===== src/rtl/mips_muldiv_pkg.sv =====
// Shared types for the MIPS multiply/divide unit: operation codes, FSM states
// and the fixed quotient returned on divide-by-zero.
package muldiv_pkg;

   typedef enum logic [2:0] {
      OP_NONE  = 3'd0,
      OP_MULT  = 3'd1,
      OP_MULTU = 3'd2,
      OP_DIV   = 3'd3,
      OP_DIVU  = 3'd4,
      OP_MTHI  = 3'd5,
      OP_MTLO  = 3'd6,
      OP_RSVD  = 3'd7
   } muldiv_op_t;

   typedef enum logic [1:0] {
      IDLE = 2'd0,
      RUN  = 2'd1,
      FIX  = 2'd2
   } state_t;

   localparam logic [31:0] DIV0_QUOTIENT = 32'hFFFF_FFFF;

endpackage


===== src/rtl/mips_muldiv_if.sv =====
// Request/result bundle between the execute stage and the multiply/divide unit.
// The pipeline side is the master; the unit is the slave.
interface mips_muldiv_if #(
   parameter int WIDTH = 32
);
   import muldiv_pkg::*;

   logic             op_valid;
   muldiv_op_t       op;
   logic [WIDTH-1:0] a;
   logic [WIDTH-1:0] b;
   logic             op_ready;
   logic             busy;
   logic [WIDTH-1:0] hi;
   logic [WIDTH-1:0] lo;

   modport master (
      output op_valid, op, a, b,
      input  op_ready, busy, hi, lo
   );

   modport slave (
      input  op_valid, op, a, b,
      output op_ready, busy, hi, lo
   );

endinterface


===== src/rtl/mips_muldiv_iter.sv =====
// One iteration of the unsigned datapath on {acc, opnd}: a right-shifting
// shift-add for multiply, or a left-shifting restoring subtract for divide.
module muldiv_iter #(
   parameter int WIDTH = 32
) (
   input  logic             div_mode,
   input  logic [WIDTH-1:0] acc_i,
   input  logic [WIDTH-1:0] opnd_i,
   input  logic [WIDTH-1:0] m_i,
   output logic [WIDTH-1:0] acc_o,
   output logic [WIDTH-1:0] opnd_o
);

   logic [WIDTH:0]   sum;
   logic [WIDTH:0]   rem_sh;
   logic [WIDTH-1:0] diff;
   logic             ge;

   always_comb begin
      sum    = {1'b0, acc_i} + (opnd_i[0] ? {1'b0, m_i} : {(WIDTH+1){1'b0}});
      rem_sh = {acc_i, opnd_i[WIDTH-1]};
      ge     = (rem_sh >= {1'b0, m_i});
      // remainder stays below the divisor, so the true difference fits one word
      diff   = rem_sh[WIDTH-1:0] - m_i;

      acc_o  = acc_i;
      opnd_o = opnd_i;
      if (div_mode) begin
         acc_o  = ge ? diff : rem_sh[WIDTH-1:0];
         opnd_o = {opnd_i[WIDTH-2:0], ge};
      end else begin
         acc_o  = sum[WIDTH:1];
         opnd_o = {sum[0], opnd_i[WIDTH-1:1]};
      end
   end

endmodule


===== src/rtl/mips_muldiv.sv =====
// Iterative MIPS multiply/divide unit owning HI/LO. Signed operations run on
// magnitudes and are sign-corrected in a single FIX cycle.
module mips_muldiv
   import muldiv_pkg::*;
#(
   parameter int WIDTH    = 32,
   parameter int CNT_BITS = 5
) (
   input logic          clk,
   input logic          reset,
   mips_muldiv_if.slave bus
);

   state_t                state_q, state_d;
   logic [CNT_BITS-1:0]   cnt_q, cnt_d;
   logic [WIDTH-1:0]      hi_q, hi_d;
   logic [WIDTH-1:0]      lo_q, lo_d;
   logic [WIDTH-1:0]      acc_q, acc_d;
   logic [WIDTH-1:0]      opnd_q, opnd_d;
   logic [WIDTH-1:0]      m_q, m_d;
   logic [WIDTH-1:0]      raw_a_q, raw_a_d;
   logic                  div_q, div_d;
   logic                  neg_q, neg_d;
   logic                  sa_q, sa_d;
   logic                  div0_q, div0_d;

   logic [WIDTH-1:0]      iter_acc;
   logic [WIDTH-1:0]      iter_opnd;
   logic                  is_signed;
   logic                  sign_a;
   logic                  sign_b;
   logic [2*WIDTH-1:0]    prod;

   muldiv_iter #(.WIDTH(WIDTH)) u_iter (
      .div_mode (div_q),
      .acc_i    (acc_q),
      .opnd_i   (opnd_q),
      .m_i      (m_q),
      .acc_o    (iter_acc),
      .opnd_o   (iter_opnd)
   );

   always_comb begin
      state_d   = state_q;
      cnt_d     = cnt_q;
      hi_d      = hi_q;
      lo_d      = lo_q;
      acc_d     = acc_q;
      opnd_d    = opnd_q;
      m_d       = m_q;
      raw_a_d   = raw_a_q;
      div_d     = div_q;
      neg_d     = neg_q;
      sa_d      = sa_q;
      div0_d    = div0_q;
      is_signed = (bus.op == OP_MULT) || (bus.op == OP_DIV);
      sign_a    = is_signed && bus.a[WIDTH-1];
      sign_b    = is_signed && bus.b[WIDTH-1];
      prod      = {acc_q, opnd_q};

      case (state_q)
         IDLE: begin
            if (bus.op_valid) begin
               case (bus.op)
                  OP_MTHI: hi_d = bus.a;
                  OP_MTLO: lo_d = bus.a;
                  OP_MULT, OP_MULTU, OP_DIV, OP_DIVU: begin
                     state_d = RUN;
                     cnt_d   = '0;
                     acc_d   = '0;
                     opnd_d  = sign_a ? -bus.a : bus.a;
                     m_d     = sign_b ? -bus.b : bus.b;
                     raw_a_d = bus.a;
                     div_d   = (bus.op == OP_DIV) || (bus.op == OP_DIVU);
                     neg_d   = sign_a ^ sign_b;
                     sa_d    = sign_a;
                     div0_d  = ((bus.op == OP_DIV) || (bus.op == OP_DIVU)) && (bus.b == '0);
                  end
                  default: ;
               endcase
            end
         end
         RUN: begin
            acc_d  = iter_acc;
            opnd_d = iter_opnd;
            cnt_d  = cnt_q + 1'b1;
            if (cnt_q == CNT_BITS'(WIDTH-1))
               state_d = FIX;
         end
         FIX: begin
            state_d = IDLE;
            if (div0_q) begin
               hi_d = raw_a_q;
               lo_d = DIV0_QUOTIENT;
            end else if (div_q) begin
               // quotient sign from both operands, remainder follows the dividend
               lo_d = neg_q ? -opnd_q : opnd_q;
               hi_d = sa_q ? -acc_q : acc_q;
            end else begin
               if (neg_q)
                  prod = -{acc_q, opnd_q};
               hi_d = prod[2*WIDTH-1:WIDTH];
               lo_d = prod[WIDTH-1:0];
            end
         end
         default: state_d = IDLE;
      endcase
   end

   always_ff @(posedge clk or posedge reset) begin
      if (reset) begin
         state_q <= IDLE;
         cnt_q   <= '0;
         hi_q    <= '0;
         lo_q    <= '0;
         acc_q   <= '0;
         opnd_q  <= '0;
         m_q     <= '0;
         raw_a_q <= '0;
         div_q   <= 1'b0;
         neg_q   <= 1'b0;
         sa_q    <= 1'b0;
         div0_q  <= 1'b0;
      end else begin
         state_q <= state_d;
         cnt_q   <= cnt_d;
         hi_q    <= hi_d;
         lo_q    <= lo_d;
         acc_q   <= acc_d;
         opnd_q  <= opnd_d;
         m_q     <= m_d;
         raw_a_q <= raw_a_d;
         div_q   <= div_d;
         neg_q   <= neg_d;
         sa_q    <= sa_d;
         div0_q  <= div0_d;
      end
   end

   assign bus.busy     = (state_q != IDLE);
   assign bus.op_ready = (state_q == IDLE);
   assign bus.hi       = hi_q;
   assign bus.lo       = lo_q;

endmodule

===== src/flat_wrapper.sv =====
// flat-port wrapper written by rule: the top's interface ports become plain ports
module mips_muldiv_flat import muldiv_pkg::*;
#(
   parameter int WIDTH    = 32,
   parameter int CNT_BITS = 5
)
  (clk, reset, bus_op_valid, bus_op, bus_a, bus_b, bus_op_ready, bus_busy, bus_hi, bus_lo);
  mips_muldiv_if #(.WIDTH(WIDTH)) bus_i ();
  input logic clk;
  input logic reset;
  input wire logic [$bits(bus_i.op_valid)-1:0] bus_op_valid;
  input wire logic [$bits(bus_i.op)-1:0] bus_op;
  input wire logic [$bits(bus_i.a)-1:0] bus_a;
  input wire logic [$bits(bus_i.b)-1:0] bus_b;
  output wire logic [$bits(bus_i.op_ready)-1:0] bus_op_ready;
  output wire logic [$bits(bus_i.busy)-1:0] bus_busy;
  output wire logic [$bits(bus_i.hi)-1:0] bus_hi;
  output wire logic [$bits(bus_i.lo)-1:0] bus_lo;
  assign bus_i.op_valid = bus_op_valid;
  assign bus_i.op = bus_op;
  assign bus_i.a = bus_a;
  assign bus_i.b = bus_b;
  assign bus_op_ready = bus_i.op_ready;
  assign bus_busy = bus_i.busy;
  assign bus_hi = bus_i.hi;
  assign bus_lo = bus_i.lo;
  mips_muldiv #(.WIDTH(WIDTH), .CNT_BITS(CNT_BITS)) u_core (.clk(clk), .reset(reset), .bus(bus_i));
endmodule

===== config.mk =====
export PLATFORM = sky130hd
export DESIGN_NAME = mips_muldiv_flat
export DESIGN_NICKNAME = d
export VERILOG_FILES = /design/src/rtl/mips_muldiv_pkg.sv /design/src/rtl/mips_muldiv_if.sv /design/src/rtl/mips_muldiv_iter.sv /design/src/rtl/mips_muldiv.sv /design/src/flat_wrapper.sv
export SDC_FILE = /design/constraint.sdc
export NUM_CORES = 1
export LEC_CHECK = 0
export BUFFER_PORTS_ARGS = -buffer_cell sky130_fd_sc_hd__clkbuf_2
export CAP_MARGIN = 20
export CORE_ASPECT_RATIO = 1.5
export CORE_MARGIN = 1.5
export CORE_UTILIZATION = 35
export CTS_CLUSTER_DIAMETER = 200
export CTS_CLUSTER_SIZE = 28
export DETAILED_ROUTE_END_ITERATION = 16
export GPL_ROUTABILITY_DRIVEN = 1
export SETUP_SLACK_MARGIN = 0.3
export SKIP_CTS_REPAIR_TIMING = 1
export SYNTH_ARGS = -nofsm -noshare
export SYNTH_HDL_FRONTEND = slang
export SYNTH_SLANG_ARGS = --single-unit

===== constraint.sdc =====
create_clock -name clk -period 9.13 [get_ports clk]
set_input_delay 0.4565 -clock clk [delete_from_list [all_inputs] [get_ports clk]]
set_output_delay 0.4565 -clock clk [all_outputs]
set_load 0.01 [all_outputs]

## Word level (Yosys, flattened, before mapping)

Index checks and enable logic that the tools add are counted.
W data, S select, Z words.

- Flip-flop bits (word level): 203
- Bits of input ports: 70
- Output and inout bits: 66
- Logic and storage cells: 84

- Add/sub/neg operators: 8
- Order comparisons: 1
- Equal/unequal tests: 14
- Mux-type cells: 32
- Bitwise operators: 1
- Reductions and logical operators: 16

Operators with widths:

| cell | number |
|---|---|
| $mux W32 | 20 |
| $pmux W32 S2 | 4 |
| $neg A32 Y32 | 4 |
| $mux W64 | 1 |
| $neg A64 Y64 | 1 |
| $add A32 B33 Y33 | 1 |
| $ge A33 B32 Y1 | 1 |
| $logic_not A32 Y1 | 1 |
| $sub A32 B32 Y32 | 1 |
| $reduce_and A3 Y1 | 5 |
| $mux W5 | 2 |
| $pmux W5 S2 | 1 |
| $eq A3 B3 Y1 const B | 3 |
| $ne A2 B1 Y1 const B | 4 |
| $eq A3 B2 Y1 const B | 2 |
| $mux W2 | 3 |
| $reduce_bool A2 Y1 | 3 |
| $add A5 B1 Y5 const B | 1 |
| $eq A5 B5 Y1 const B | 1 |
| $pmux W2 S2 | 1 |
| $reduce_or A4 Y1 | 1 |
| $eq A3 B1 Y1 const B | 1 |
| $logic_and A1 B1 Y1 | 3 |
| $eq A2 B1 Y1 const B | 1 |
| other kinds (5) | 6 |

## Longest topological paths before layout

Gate-level depths: netlist (run 1).

- Depth after elaboration: 7
- Mapped depth: 15
- Mapped depth without buffers: 14

## Cells and area by module

From an unflattened synthesis (run 1), not the netlist that was laid out.

- Cells, all modules: 2102
- Area total of the unflattened synthesis: 16712.3 um2

Modules (own cells, without submodules):

| module | times used | cells an instance | area an instance (um2) | sequential area each (um2) |
|---|---|---|---|---|
| mips_muldiv | 1 | 1431 | 12014.0 | 5079.9 |
| muldiv_iter | 1 | 671 | 4698.3 | 0.0 |

## Worst setup path before layout (run 1)

Ideal clock, no wire load.

- Kind: reg-to-reg
- Start: register u_core.opnd_q[0]
- End: register u_core.acc_q[30]
- Library setup time: 0.126 ns
- Arrival time: 3.058 ns
- Data required time: 9.004 ns
- Setup slack: 5.945 ns
- Stages on the path, launching flop included: 15
- Path buffers: 1
- Period minus slack after synthesis: 3.185 ns
- Cell sequence: dfrtp_1 -> inv_1 -> clkbuf_1 -> nor2_1 -> ha_1 -> o21ai_0 -> nor2_1 -> o21ai_1 -> a2111oi_2 -> nor4_2 -> o31ai_2 -> nand4_1 -> nand3_1 -> mux2i_1 -> a311o_1

- Cells in the longest elaborated chain, start to end: 4

RTL lines:

| item | line | RTL |
|---|---|---|
| start: declaration | mips_muldiv.sv:19 | `logic [WIDTH-1:0] opnd_q, opnd_d;` |
| start signal: assignment | mips_muldiv.sv:130 | `opnd_q <= opnd_d;` |
| $mux W32 | mips_muldiv_iter.sv:20 | `sum = {1'b0, acc_i} + (opnd_i[0] ? {1'b0, m_i} : {(WIDTH+1){1'b0}});` |
| $add A32 B33 Y33 | mips_muldiv_iter.sv:20 |  |
| $mux W32 | mips_muldiv_iter.sv:28 | `if (div_mode) begin` |
| $pmux W32 S2 | mips_muldiv.sv:61 | `case (state_q)` |
| end signal: assignment | mips_muldiv.sv:116 | `acc_q <= '0;` |
| end signal: assignment | mips_muldiv.sv:129 | `acc_q <= acc_d;` |
| end: declaration | mips_muldiv.sv:18 | `logic [WIDTH-1:0] acc_q, acc_d;` |

No other way between the ends.
A chain may end at the register's enable or synchronous reset.

## Final worst setup path (run 1)

Ends and elaborated chain as after synthesis.

==> summary.txt, run 1 <==
Power and ir drop
  • Pleak: 7.421 nW
  • Pwr Total: 7.215 mW
  • Pwr per Cell Area: 424.1 nW/um^2
  • Int Pwr: 3.547 mW
  • Gate power share: 65.1%
  • Clock Power Share: 7.9%
  • Sw Share: 50.84%
  • Sequential Power Share: 27.0%
  • Worst vdd ir: 0.1684 mV
  • Net Switching: 3.669 mW

Logic synthesis
  • Most used flip-flop cell after synthesis: dfrtp_1
  • Post-Synth XOR/XNOR Area: 9.650%
  • Post-synthesis adder-cell area fraction: 5.867%
  • Largest family of logic cells by synthesized area: compound AO/OA/AOI/OAI gates
  • Sequential share of the synthesized area: 32.54%
  • Post-synthesis mux area share: 3.414%
  • Area contributors post-synth: dfrtp_1 (33%), nand2_1 (7.4%), xnor2_1 (5.9%), ha_1 (5.6%), o21ai_0 (5.6%)
  • Top-count cell post-synth: nand2_1
  • Synth top cells by count: nand2_1 (307), dfrtp_1 (203), o21ai_0 (175)
  • Synth Net Count: 2,098
  • Avg Cell Area, Syn: 7.981 sq um
  • Yosys Warn Count: 0
  • Post-synth EDFFs: 0
  • Count of distinct cell types in the synthesized netlist: 82
  • Synth Area in Compound Gates: 24.08%
  • Largest area contributor in the netlist: dfrtp_1
  • Seq cells post-synth: 203
  • Area fraction of the dominant cell type after synthesis: 32.54%
  • Cell count after synthesis: 1,956
  • Async S/R FF share, synth: 100.0%
  • Synth Cell Area: 15,610 sq um
  • Synth Area in Simple Gates: 19.61%

Clocking
  • Clk buf depth: 3
  • Clock transition at path regs: 0.13 ns
  • Cts bufs inserted: 11
  • CTS root buffer: clkbuf_16
  • H-tree lvl count: 1
  • Clk_lat worst skew: 0.51 ns
  • CTS tree: done
  • CTS sink cnt: 203

Floorplanning
  • DIE AREA: 45,910 sq um
  • Starting Density: 35.49%
  • Core footprint: 43,990 sq um
  • Site Rows: 94
  • Chip height: 261.7 microns
  • Io pins: 136
  • DIE WIDTH: 175.4 microns

Finish
  • Sequential cell area: 5084 sq um
  • Area grow syn2layout: 8.977%
  • Fin nets: 2,139
  • Filler Cells Inserted: 4,604
  • Core Util, Final: 38.68%
  • Multi-input gate area: 9826 sq um
  • Diodes inserted: 0
  • Layout cells sized above 1: 10.62%

Setup path
  • Worst path slowest cell: inv_1
  • FF-to-FF End: u_core.acc_q[30]
  • Critical Path AT: 4.73 ns
  • Startpoint types: flop
  • Cell family with most CP delay: compound AO/OA/AOI/OAI gates
  • Setup CP Type: flop to flop
  • CP peak stage delay: 0.81 ns
  • RR Startpoint: u_core.opnd_q[0]
  • Worst R2R Path Depth: 13
  • Required time of the critical path: 9.54 ns
  • Crit-path max FO: 32
  • Worst Setup SP: u_core.opnd_q[0]
  • WP buf/inv: 1
  • Setup crit end kind: flop
  • CP Cell Sequence: inv_1 -> nor2_1 -> ha_1 -> o211ai_1 -> a21oi_1 -> o21ai_1 -> a2111oi_2 -> nor4_2 -> o31ai_2 -> nand4_1 -> nand3_1 -> mux2i_1 -> a311o_1
  • R2R Setup Slk: 4.81 ns

Detailed routing
  • Drt drc: 0
  • Drt wl/cell: 20.61 microns
  • 1st-iter DRT viols: 971
  • First-pass DRT Iterations: 5
  • Post-route ant nets: 0
  • Vias: 14,700
  • DRT Wirelength: 53.02 mm
  • Via density: 5.712

STA
  • Fin crit share: 47.29%
  • Max transition margin: 28.40%
  • Max-slew violations: 0
  • Final Skew: 0.04307 ns
  • RSZ-0062 raised after global routing: no
  • Setup-failing EPs final: 0
  • Setup_tns: 0 ns
  • Period minus WS final: 4.318 ns
  • Maximum clock frequency: 0.2316 GHz
  • Final Hold Viols: 0
  • Slew @ Worst Pin: 1.073 ns

GRT
  • Pin count of the biggest net entering global routing: 84
  • Global-route wire length before repair: 82.42 mm
  • GRT overflow: 0
  • Initial antenna violation count: 0
  • Vias in the first global route: 14,350
  • GRT Overall Usage: 22.91%

Placement
  • IO buf count: 135
  • Detailed Place HPWL: 39.96 mm
  • RD Place Congestion: 0.9336

Run
  • Max-cap violations: 0

Min path
  • Hold Crit Class: primary input to asynchronous set/reset pin

Status
  • Outcome: completed
## layer usage
metal  global-route usage, %  vias up  routed length, microns
met5                       0        -                       0
met4                   12.94        0                    3146
met3                   1.722      121                    2256
met2                   40.65      478                   25940
met1                   27.40     7059                   21670
li1                        -     7039                       -
## area by class of cell
type / instances / area share [%]
Clock buffer: 12 / 1.640
Timing Repair Buffer: 156 / 4.898
Tap cell: 576 / 4.236
Clock inverter: 1 / 0.1765
Multi-Input combinational cell: 1563 / 57.76
Sequential cell: 203 / 29.88
Inverter: 62 / 1.412
## cells in the final DEF (no fill, tap or decap), types with 32 or more instances in the layout
master and instances:
clkbuf_2 135, mux2i_1 51, a21oi_1 120, ha_1 70, o21ai_0 175, nor3_1 32, xnor2_1 105, nor2_1 149
xor2_1 67, dfrtp_1 202, o21ai_1 58, nand2_1 306, a21o_1 35, o22ai_1 35, inv_1 61
## how the worst max path moves through the flow
stage               slack, ns  cells past startpoint               end
global route             4.65                     13  u_core.acc_q[27]
global placement         4.96                     13  u_core.acc_q[30]
floorplan                3.13                      1   u_core.acc_q[0]
detailed placement       4.92                     13  u_core.acc_q[30]
finish                   4.81                     13  u_core.acc_q[30]
CTS                      4.91                     13  u_core.acc_q[30]
## state kept, by name, summed over array words and instances, names as in the netlist
name and flops:
u_core.acc_q 32, u_core.bus.hi 32, u_core.bus.lo 32, u_core.m_q 32, u_core.opnd_q 32, u_core.raw_a_q 32
u_core.cnt_q 5, u_core.state_q 2, u_core.div0_q 1, u_core.div_q 1, u_core.neg_q 1, u_core.sa_q 1
## power by group through the flow
stage          Clock [mW]  Combinational [mW]  Sequential [mW]
2_1_floorplan           0                3.62             1.74
3_3_place_gp            0                4.60             1.94
3_5_place_dp            0                4.64             1.95
4_1_cts             0.580                4.67             1.93
5_1_grt             0.611                5.24             2.01
6_report            0.568                4.70             1.95
## worst register-to-register path: stages (launching register included)
cell       delay [ns]
dfrtp_1          0.47
inv_1            0.81
nor2_1           0.13
ha_1             0.43
o211ai_1         0.16
a21oi_1          0.18
o21ai_1          0.16
a2111oi_2        0.63
nor4_2           0.15
o31ai_2          0.46
nand4_1          0.15
nand3_1          0.11
mux2i_1          0.08
a311o_1          0.32
## cell families (layout without fill, tap and decap cells)
family                     after synthesis  count (layout)
and+or+nand+nor                        659             659
AOI/OAI and AO/OA                      607             607
DFF                                    203             203
buffers and inverters                  190             231
xor gates and xnor gates               172             172
adders and majority gates               72              72
muxes                                   53              53
## through the flow
stage	setup slack [ns]	hold slack, ns	cells	area [sq um]
floorplan	3.134	0.4458	1956	15610
global placement	4.961	0.4597	2558	16690
detailed placement	4.915	0.4629	2558	16690
CTS	4.908	0.07225	2571	17000
global route	4.650	0.09987	2573	17010
finish	4.812	0.02193	2573	17010
Note: power is estimated with default switching activity, not from simulation.
==> run 2: changes to the inputs <==
clock period = 3.7 ns   (was 9.13 ns; I/O delays follow)
==> summary.txt, run 2 (synthesis gave the netlist of run 1 again) <==
Setup path
  • CP most frequent cell: buf_4
  • Setup CP Type: flop to flop
  • R2R Setup Slk: 0.36 ns (-4.45 ns)
  • FF-to-FF End: u_core.acc_q[30]
  • Startpoint types: flop
  • CP Cell Sequence: buf_4 -> clkinvlp_4 -> nor2_1 -> ha_1 -> o211ai_1 -> a21oi_1 -> o21ai_2 -> a2111oi_4 -> buf_4 -> nor4_4 -> o31ai_4 -> nand4_1 -> nand3_1 -> mux2i_1 -> a311o_1
  • RR Startpoint: u_core.opnd_q[0]
  • Worst R2R Path Depth: 15 (+2)
  • Worst path slowest cell: dfrtp_2
  • Setup crit end kind: flop
  • Required time of the critical path: 4.11 ns (-5.43 ns)
  • Critical Path AT: 3.75 ns (-0.98 ns)
  • Crit-path max FO: 6 (-81%)
  • CP peak stage delay: 0.45 ns (-0.36 ns)

GRT
  • Vias in the first global route: 14,700 (+2.4%)
  • Global-route wire length before repair: 85.26 mm (+3.4%)
  • Initial antenna violation count: 0 (unchanged)
  • GRT Overall Usage: 23.78% (+0.87 points)
  • GRT overflow: 0 (unchanged)
  • Pin count of the biggest net entering global routing: 123 (+46%)

Floorplanning
  • Chip height: 261.7 microns (unchanged)
  • Starting Density: 35.49% (unchanged)
  • Core footprint: 43,990 sq um (unchanged)
  • DIE WIDTH: 175.4 microns (unchanged)
  • Io pins: 136 (unchanged)
  • DIE AREA: 45,910 sq um (unchanged)
  • Site Rows: 94 (unchanged)

STA
  • Max transition margin: 36.93% (+8.5 points)
  • Slew @ Worst Pin: 0.9454 ns (-0.1274 ns)
  • Period minus WS final: 3.337 ns (-0.9804 ns)
  • RSZ-0062 raised after global routing: yes
  • Setup ws final: 0.3628 ns (-4.450 ns)
  • Hold Worst Slack: -0.02416 ns (-0.04609 ns)
  • Fin crit share: 90.19% (+43 points)
  • Max-slew violations: 0 (unchanged)
  • Final Hold Viols: 5 (+5)
  • Maximum clock frequency: 0.2997 GHz (+29%)
  • Setup-failing EPs final: 0 (unchanged)
  • Final Skew: 0.03855 ns (-0.004526 ns)

Clocking
  • Clock transition at path regs: 0.13 ns (about the same)
  • Cts bufs inserted: 11 (unchanged)
  • Clk_lat worst skew: 0.51 ns (about the same)
  • H-tree lvl count: 1 (unchanged)
  • CTS root buffer: clkbuf_16
  • CTS tree: done
  • Clk buf depth: 3 (unchanged)
  • CTS sink cnt: 203 (unchanged)

Placement
  • IO buf count: 135 (unchanged)
  • Post-place setup slack: -0.01598 ns (-4.931 ns)
  • RD Place Congestion: 0.9426 (+0.96%)
  • Detailed Place HPWL: 42.10 mm (+5.3%)

Min path
  • Min-Delay Startpoint: bus_b[20]
  • Min-Delay Endpoint: u_core.m_q[20]
  • Hold Crit Class: primary input to flop
  • Hold Path Stages: 3

Run
  • Max-cap violations: 0 (unchanged)

Finish
  • Fin nets: 2,201 (+2.9%)
  • Filler Cells Inserted: 4,528 (-1.7%)
  • Layout cells sized above 1: 14.47% (+3.9 points)
  • Leading cell type in the layout, fill and taps excluded: nand2_1
  • Most frequent cells in the layout: nand2_1 (306), dfrtp_1 (198), o21ai_0 (175), nor2_1 (149), clkbuf_2 (135)
  • Area grow syn2layout: 13.76%
  • Diodes inserted: 0 (unchanged)

Detailed routing
  • Vias: 15,190 (+3.3%)
  • 1st-iter DRT viols: 1,029 (+6.0%)
  • Drt wl/cell: 21.38 microns (+3.8%)
  • DRT Wirelength: 56.35 mm (+6.3%)
  • Post-route ant nets: 0 (unchanged)
  • First-pass DRT Iterations: 7 (+2)
  • Drt drc: 0 (unchanged)
  • Via density: 5.764 (+0.92%)

Power and ir drop
  • Pleak: 7.756 nW (+4.5%)
  • Pwr per Cell Area: 1074 nW/um^2 (+150%)
  • Worst vdd ir: 0.3940 mV (+130%)

Status
  • Failing checks: negative hold slack
  • Outcome: finished with violations
## run 2: stage by stage
| step | total power, mW | TNS (ns) | util, % | instance area (sq um) | cells |
|---|---|---|---|---|---|
| 2_1_floorplan | 13.23 | 0 | - | 15620 | 1956 |
| 3_3_place_gp | 16.69 | 0 | 38.78 | 17060 | 2603 |
| 3_5_place_dp | 16.86 | -0.01598 | 38.78 | 17060 | 2603 |
| 4_1_cts | 18.30 | -0.05194 | 39.49 | 17370 | 2616 |
| 5_1_grt | 20.59 | 0 | 40.37 | 17760 | 2635 |
| 6_report | 19.07 | 0 | 40.37 | 17760 | 2635 |
## run 2: final cells by class
cell class                      count  area (sq um)  share of cell area [%]
Sequential cell                   203          5089                   28.65
Tap cell                          576         720.7                   4.058
Timing Repair inverter              1         7.507                 0.04227
Timing Repair Buffer              217          1379                   7.764
Inverter                           62         240.2                   1.353
Multi-Input combinational cell   1563         10010                   56.39
Clock inverter                      1         30.03                  0.1691
Clock buffer                       12         279.0                   1.571
## run 2: report_power, final
part           internal (mW)  switching [mW]  leakage, nW
combinational           5.50            7.53         5.14
clock                  0.563           0.841        0.148
sequential              3.36            1.27         2.47
## run 2: how the worst max path moves through the flow
stage,slack (ns),cells past startpoint,start,endpoint
after floorplan,0.52,14,u_core.opnd_q[0],u_core.acc_q[30]
after global routing,0.19,15,u_core.opnd_q[0],u_core.acc_q[28]
after detailed placement,-0.02,14,u_core.opnd_q[0],u_core.acc_q[30]
after CTS,-0.05,14,u_core.opnd_q[0],u_core.acc_q[30]
final,0.36,15,u_core.opnd_q[0],u_core.acc_q[30]
after global placement,0.1,14,u_core.opnd_q[0],u_core.acc_q[30]
## run 2: per-layer routing
layer  wire length [microns]  GRT usage [%]
met1                   22380          27.99
met2                   27250          42.14
met5                       0              0
met4                    3743          14.58
met3                    2973          1.881
## run 2: worst max-delay path: cells and delay by family (launching register included)
kind            cells  cell delay (ns)
simple gates        4             0.37
buf+inv             3             0.49
mux                 1             0.08
compound gates      6             1.50
fa+ha+maj           1             0.35
flops               1             0.45
